$ cat config.mk
export PLATFORM = sky130hd
export DESIGN_NAME = pdua_mem_arbiter
export DESIGN_NICKNAME = d
export VERILOG_FILES = /design/src/rtl/pdua_mem_arbiter.sv
export SDC_FILE = /design/constraint.sdc
export NUM_CORES = 1
export LEC_CHECK = 0
export CORE_MARGIN = 4
export CORE_UTILIZATION = 42
export CTS_CLUSTER_SIZE = 10
export DETAILED_ROUTE_END_ITERATION = 6
export GPL_TIMING_DRIVEN = 0
export HOLD_SLACK_MARGIN = 0.02
export PLACE_DENSITY = 0.8
export SYNTH_ARGS = -nofsm -noshare
export SYNTH_HDL_FRONTEND = slang
export SYNTH_SLANG_ARGS = --single-unit
$ cat constraint.sdc
create_clock -name clk -period 2.4 [get_ports clk]
set_clock_uncertainty 0.2 [all_clocks]
set_input_delay 0.48 -clock clk [delete_from_list [all_inputs] [get_ports clk]]
set_output_delay 0.48 -clock clk [all_outputs]
set_load 0.02 [all_outputs]
$ cat src/rtl/pdua_mem_arbiter.sv
// Two-requester arbiter for the PDUA data memory port: fixed CPU priority with
// a starvation counter that forces a DMA slot; each access runs IDLE -> ACC -> RESP.
module pdua_mem_arbiter #(
    parameter int unsigned AW           = 8,
    parameter int unsigned DW           = 8,
    parameter int unsigned STARVE_LIMIT = 3
) (
    input  logic          clk,
    input  logic          rst,
    input  logic          cpu_req,
    input  logic          cpu_wr_rdn,
    input  logic [AW-1:0] cpu_addr,
    input  logic [DW-1:0] cpu_wdata,
    output logic [DW-1:0] cpu_rdata,
    output logic          cpu_ack,
    input  logic          dma_req,
    input  logic          dma_wr_rdn,
    input  logic [AW-1:0] dma_addr,
    input  logic [DW-1:0] dma_wdata,
    output logic [DW-1:0] dma_rdata,
    output logic          dma_ack,
    output logic [AW-1:0] mem_addr,
    output logic [DW-1:0] mem_wdata,
    output logic          mem_we,
    input  logic [DW-1:0] mem_rdata,
    output logic          owner,
    output logic          busy
);

    localparam int unsigned CW = $clog2(STARVE_LIMIT + 1);

    typedef enum logic [1:0] {
        IDLE,
        ACC,
        RESP
    } state_t;

    state_t        state, state_nx;
    logic          wr_q;
    logic [CW-1:0] starve_cnt;
    logic          grant_cpu, grant_dma;

    always_comb begin
        grant_dma = 1'b0;
        grant_cpu = 1'b0;
        state_nx  = state;
        case (state)
            IDLE: begin
                grant_dma = dma_req && (!cpu_req || starve_cnt == CW'(STARVE_LIMIT));
                grant_cpu = cpu_req && !grant_dma;
                if (grant_dma || grant_cpu)
                    state_nx = ACC;
            end
            ACC:     state_nx = RESP;
            RESP:    state_nx = IDLE;
            default: state_nx = IDLE;
        endcase
    end

    always_ff @(posedge clk or negedge rst) begin
        if (!rst)
            state <= IDLE;
        else
            state <= state_nx;
    end

    always_ff @(posedge clk or negedge rst) begin
        if (!rst) begin
            mem_addr   <= '0;
            mem_wdata  <= '0;
            wr_q       <= 1'b0;
            owner      <= 1'b0;
            starve_cnt <= '0;
            cpu_rdata  <= '0;
            dma_rdata  <= '0;
        end else begin
            if (grant_dma || grant_cpu) begin
                mem_addr  <= grant_dma ? dma_addr   : cpu_addr;
                mem_wdata <= grant_dma ? dma_wdata  : cpu_wdata;
                wr_q      <= grant_dma ? dma_wr_rdn : cpu_wr_rdn;
                owner     <= grant_dma;
                // Count only CPU wins that actually made a waiting DMA wait longer.
                if (grant_cpu && dma_req) begin
                    if (starve_cnt != CW'(STARVE_LIMIT))
                        starve_cnt <= starve_cnt + 1'b1;
                end else begin
                    starve_cnt <= '0;
                end
            end
            if (state == ACC && !wr_q) begin
                if (owner)
                    dma_rdata <= mem_rdata;
                else
                    cpu_rdata <= mem_rdata;
            end
        end
    end

    // Decoded from the state register so a reset clears them without waiting for a clock.
    assign mem_we  = (state == ACC) && wr_q;
    assign busy    = (state != IDLE);
    assign cpu_ack = (state == RESP) && !owner;
    assign dma_ack = (state == RESP) && owner;

endmodule

==> impl_metrics.env <==
export IMPL_cap_violations=0
export IMPL_nNetsFinal=289
export IMPL_grt_max_degree=39
export IMPL_arrival_ns=1.60
export IMPL_drive_gt1_share_pct=21.40
export IMPL_place_hpwl_um=3437
export IMPL_area_growth_pct=52.04
export IMPL_max_slew_worst_pin_slew_ns=0.8555
export IMPL_die_area_um2=5585
export IMPL_numCtsBuffers=5
export IMPL_synth_main_ff_cell="dfrtp_1"
export IMPL_synthSimpleGateAreaFrac_pct=10.10
export IMPL_drt_iter0_drc=93
export IMPL_power_density_nw_per_um2=1275
export IMPL_yosysWarningCount=0
export IMPL_synth_mux_area_share_pct=9.632
export IMPL_synthAdderAreaFrac_pct=0.6689
export IMPL_io_buffers=82
export IMPL_crit_required_ns=1.72
export IMPL_die_x_um=74.74
export IMPL_period_share_pct=95.08
export IMPL_ant_nets=0
export IMPL_irDropWorstVdd_mv=0.4271
export IMPL_final_setup_worst_slack_ns=0.1181
export IMPL_synth_xor_xnor_area_share_pct=0
export IMPL_pre_cts_ws_ns=-0.05238
export IMPL_finalWirelength_um=4626
export IMPL_status="finished, final reports clean"
export IMPL_hp_class="primary input to async pin"
export IMPL_critical_path_top_delay_family="buffers and inverters"
export IMPL_synth_async_reset_ratio_pct=100.0
export IMPL_core_um2=4324
export IMPL_use_met3_pct=5.073
export IMPL_synth_edf_count=0
export IMPL_io_pins=83
export IMPL_synthTopCellsByCount="dfrtp_1, inv_1, nand3_1, o21ai_0, mux2_2"
export IMPL_avgSynthCellArea_um2=12.23
export IMPL_slew_viol_final=0
export IMPL_netlist_area_um2=1871
export IMPL_grt_pass1_vias=1511
export IMPL_grt_util_met2_pct=30.24
export IMPL_setup_violations=0
export IMPL_power_uw=3626
export IMPL_slew_headroom_pct=42.97
export IMPL_wire_per_inst_um=15.68
export IMPL_num_vias=1524
export IMPL_syn_inst=153
export IMPL_clock_latency_ns=0.29
export IMPL_slowest_delay_ns=0.42
export IMPL_antenna_found_initial=0
export IMPL_ys_types=24
export IMPL_die_y_um=74.74
export IMPL_critPathMaxFanout=10
export IMPL_vias_per_cell=5.166
export IMPL_clock_fmax_mhz=438.2
export IMPL_synth_compound_area_share_pct=20.80
export IMPL_holdBufCountCts=0
export IMPL_critPathBufInv=3
export IMPL_synth_top_family_by_area="compound AO/OA/AOI/OAI gates"
export IMPL_slowest_stage="dfrtp_1"
export IMPL_met1_usage_pct=19.83
export IMPL_synth_seq_cells=38
export IMPL_gp_congestion=0.7093
export IMPL_antenna_cells=0
export IMPL_synth_top_cell_area_share_pct=50.84
export IMPL_crit_path_end_kind="primary output"
export IMPL_worst_setup_path_type="flip-flop to primary output"
export IMPL_yosys_top_cells_area="dfrtp_1, o311ai_2, mux2_2"
export IMPL_drcViolationCount=0
export IMPL_ys_seq_area_share_pct=50.84
export IMPL_cts_root_buf="clkbuf_8"
export IMPL_clockBufferDepth=2
export IMPL_grt_pass1_wl_um=7265
export IMPL_busiest_layer="met2"
export IMPL_cts_tree="yes"
export IMPL_rsz0062_at_grt="no"
export IMPL_post_cts_buffers=0
export IMPL_syn_num_nets=200
export IMPL_drt_pass1_iter_count=4
export IMPL_clk_pin_slew_ns=0.07
export IMPL_start_kind="flip-flop"
export IMPL_regToRegSetupSlack_ns=0.37
export IMPL_yosysMostFrequentCell="dfrtp_1"
export IMPL_min_period_ns=2.282
export IMPL_p_leak_uw=0.001211
export IMPL_initial_core_util_pct=43.26
export IMPL_cp_cell_sequence="or2_1, buf_6, buf_2, dlygate4sd2_1"
export IMPL_hold_violations=0
export IMPL_cts_max_level=2
export IMPL_track_usage_pct=17.15
export IMPL_cts_sinks=38
export IMPL_rows=24
export IMPL_synth_top_area_cell="dfrtp_1"
export IMPL_grt_overflow=0
[path summary, 6_finish.rpt]
check / start / end / depth (start not counted)
min: rst / dma_rdata[3]$_DFFE_PN0P_ / 1
max in group asynchronous: rst / starve_cnt[1]$_DFFE_PN0P_ / 1
min in group clk: cpu_rdata[5]$_DFFE_PN0P_ / cpu_rdata[5]$_DFFE_PN0P_ / 1
max: state[1]$_DFFE_PN0P_ / busy / 4
max reg2reg: starve_cnt[0]$_DFFE_PN0P_ / mem_addr[1]$_DFFE_PN0P_ / 6
min reg2reg: cpu_rdata[5]$_DFFE_PN0P_ / cpu_rdata[5]$_DFFE_PN0P_ / 1
[kinds of logic (layout without fill, tap and decap cells)]
family | Yosys count | in the layout
buffers and inverters | 31 | 121
adders and majority gates | 1 | 1
DFF | 38 | 38
muxes | 16 | 16
AOI/OAI and AO/OA | 37 | 37
and+or+nand+nor | 30 | 30
[report_power, final]
part           switching [µW]  leakage (µW)  internal (µW)
Combinational             979      0.000703           1040
Clock                     227     0.0000472            231
Sequential                180      0.000461            965
[final cells by class]
class	instances	area (µm²)
Buffer	12	77.57
Clock buffer	6	82.58
Clock inverter	2	12.51
Fill cell	366	1480
Inverter	19	71.32
Multi-Input combinational cell	84	770.7
Sequential cell	38	950.9
Tap cell	52	65.06
Timing Repair Buffer	82	813.3
[per-layer routing]
layer | share of wire, % | vias up
met5 | 0 | -
met4 | 1.3 | 0
li1 | - | 731
met3 | 9.0 | 7
met2 | 51 | 63
met1 | 38 | 723
[flip-flops by register name, summed over array words and instances, names as in the netlist]
| register | flops |
|---|---|
| cpu_rdata | 8 |
| dma_rdata | 8 |
| mem_addr | 8 |
| mem_wdata | 8 |
| owner | 1 |
| starve_cnt | 2 |
| state | 2 |
| wr_q | 1 |
[through the flow]
step	cells	hold slack [ns]	cell area, µm²	TNS [ns]	utilization, %
6_report	295	0.09754	2844	0	65.77
5_1_grt	295	0.1693	2844	0	65.77
4_1_cts	295	0.1195	2844	0	65.77
3_5_place_dp	287	0.2942	2751	-0.1003	63.63
3_3_place_gp	287	0.2786	2756	-9.206	63.74
2_1_floorplan	153	-0.01559	1871	0	-
[what timing repair did]
action                                 in CTS  in global routing
resized for setup                           2                  0
endpoints found under the hold margin       0                  0
setup endpoints to repair                   2                  0
[cell usage in the layout (no fill, tap or decap), drive strengths merged, types with 4 or more instances in the layout]
cell type / count
buf: 10
nor3b: 4
clkbuf: 9
nand3: 17
clkdlybuf4s50: 79
mux2: 16
o311ai: 17
dfrtp: 38
o21ai: 17
inv: 19
Power figures use the tool's default switching activity.
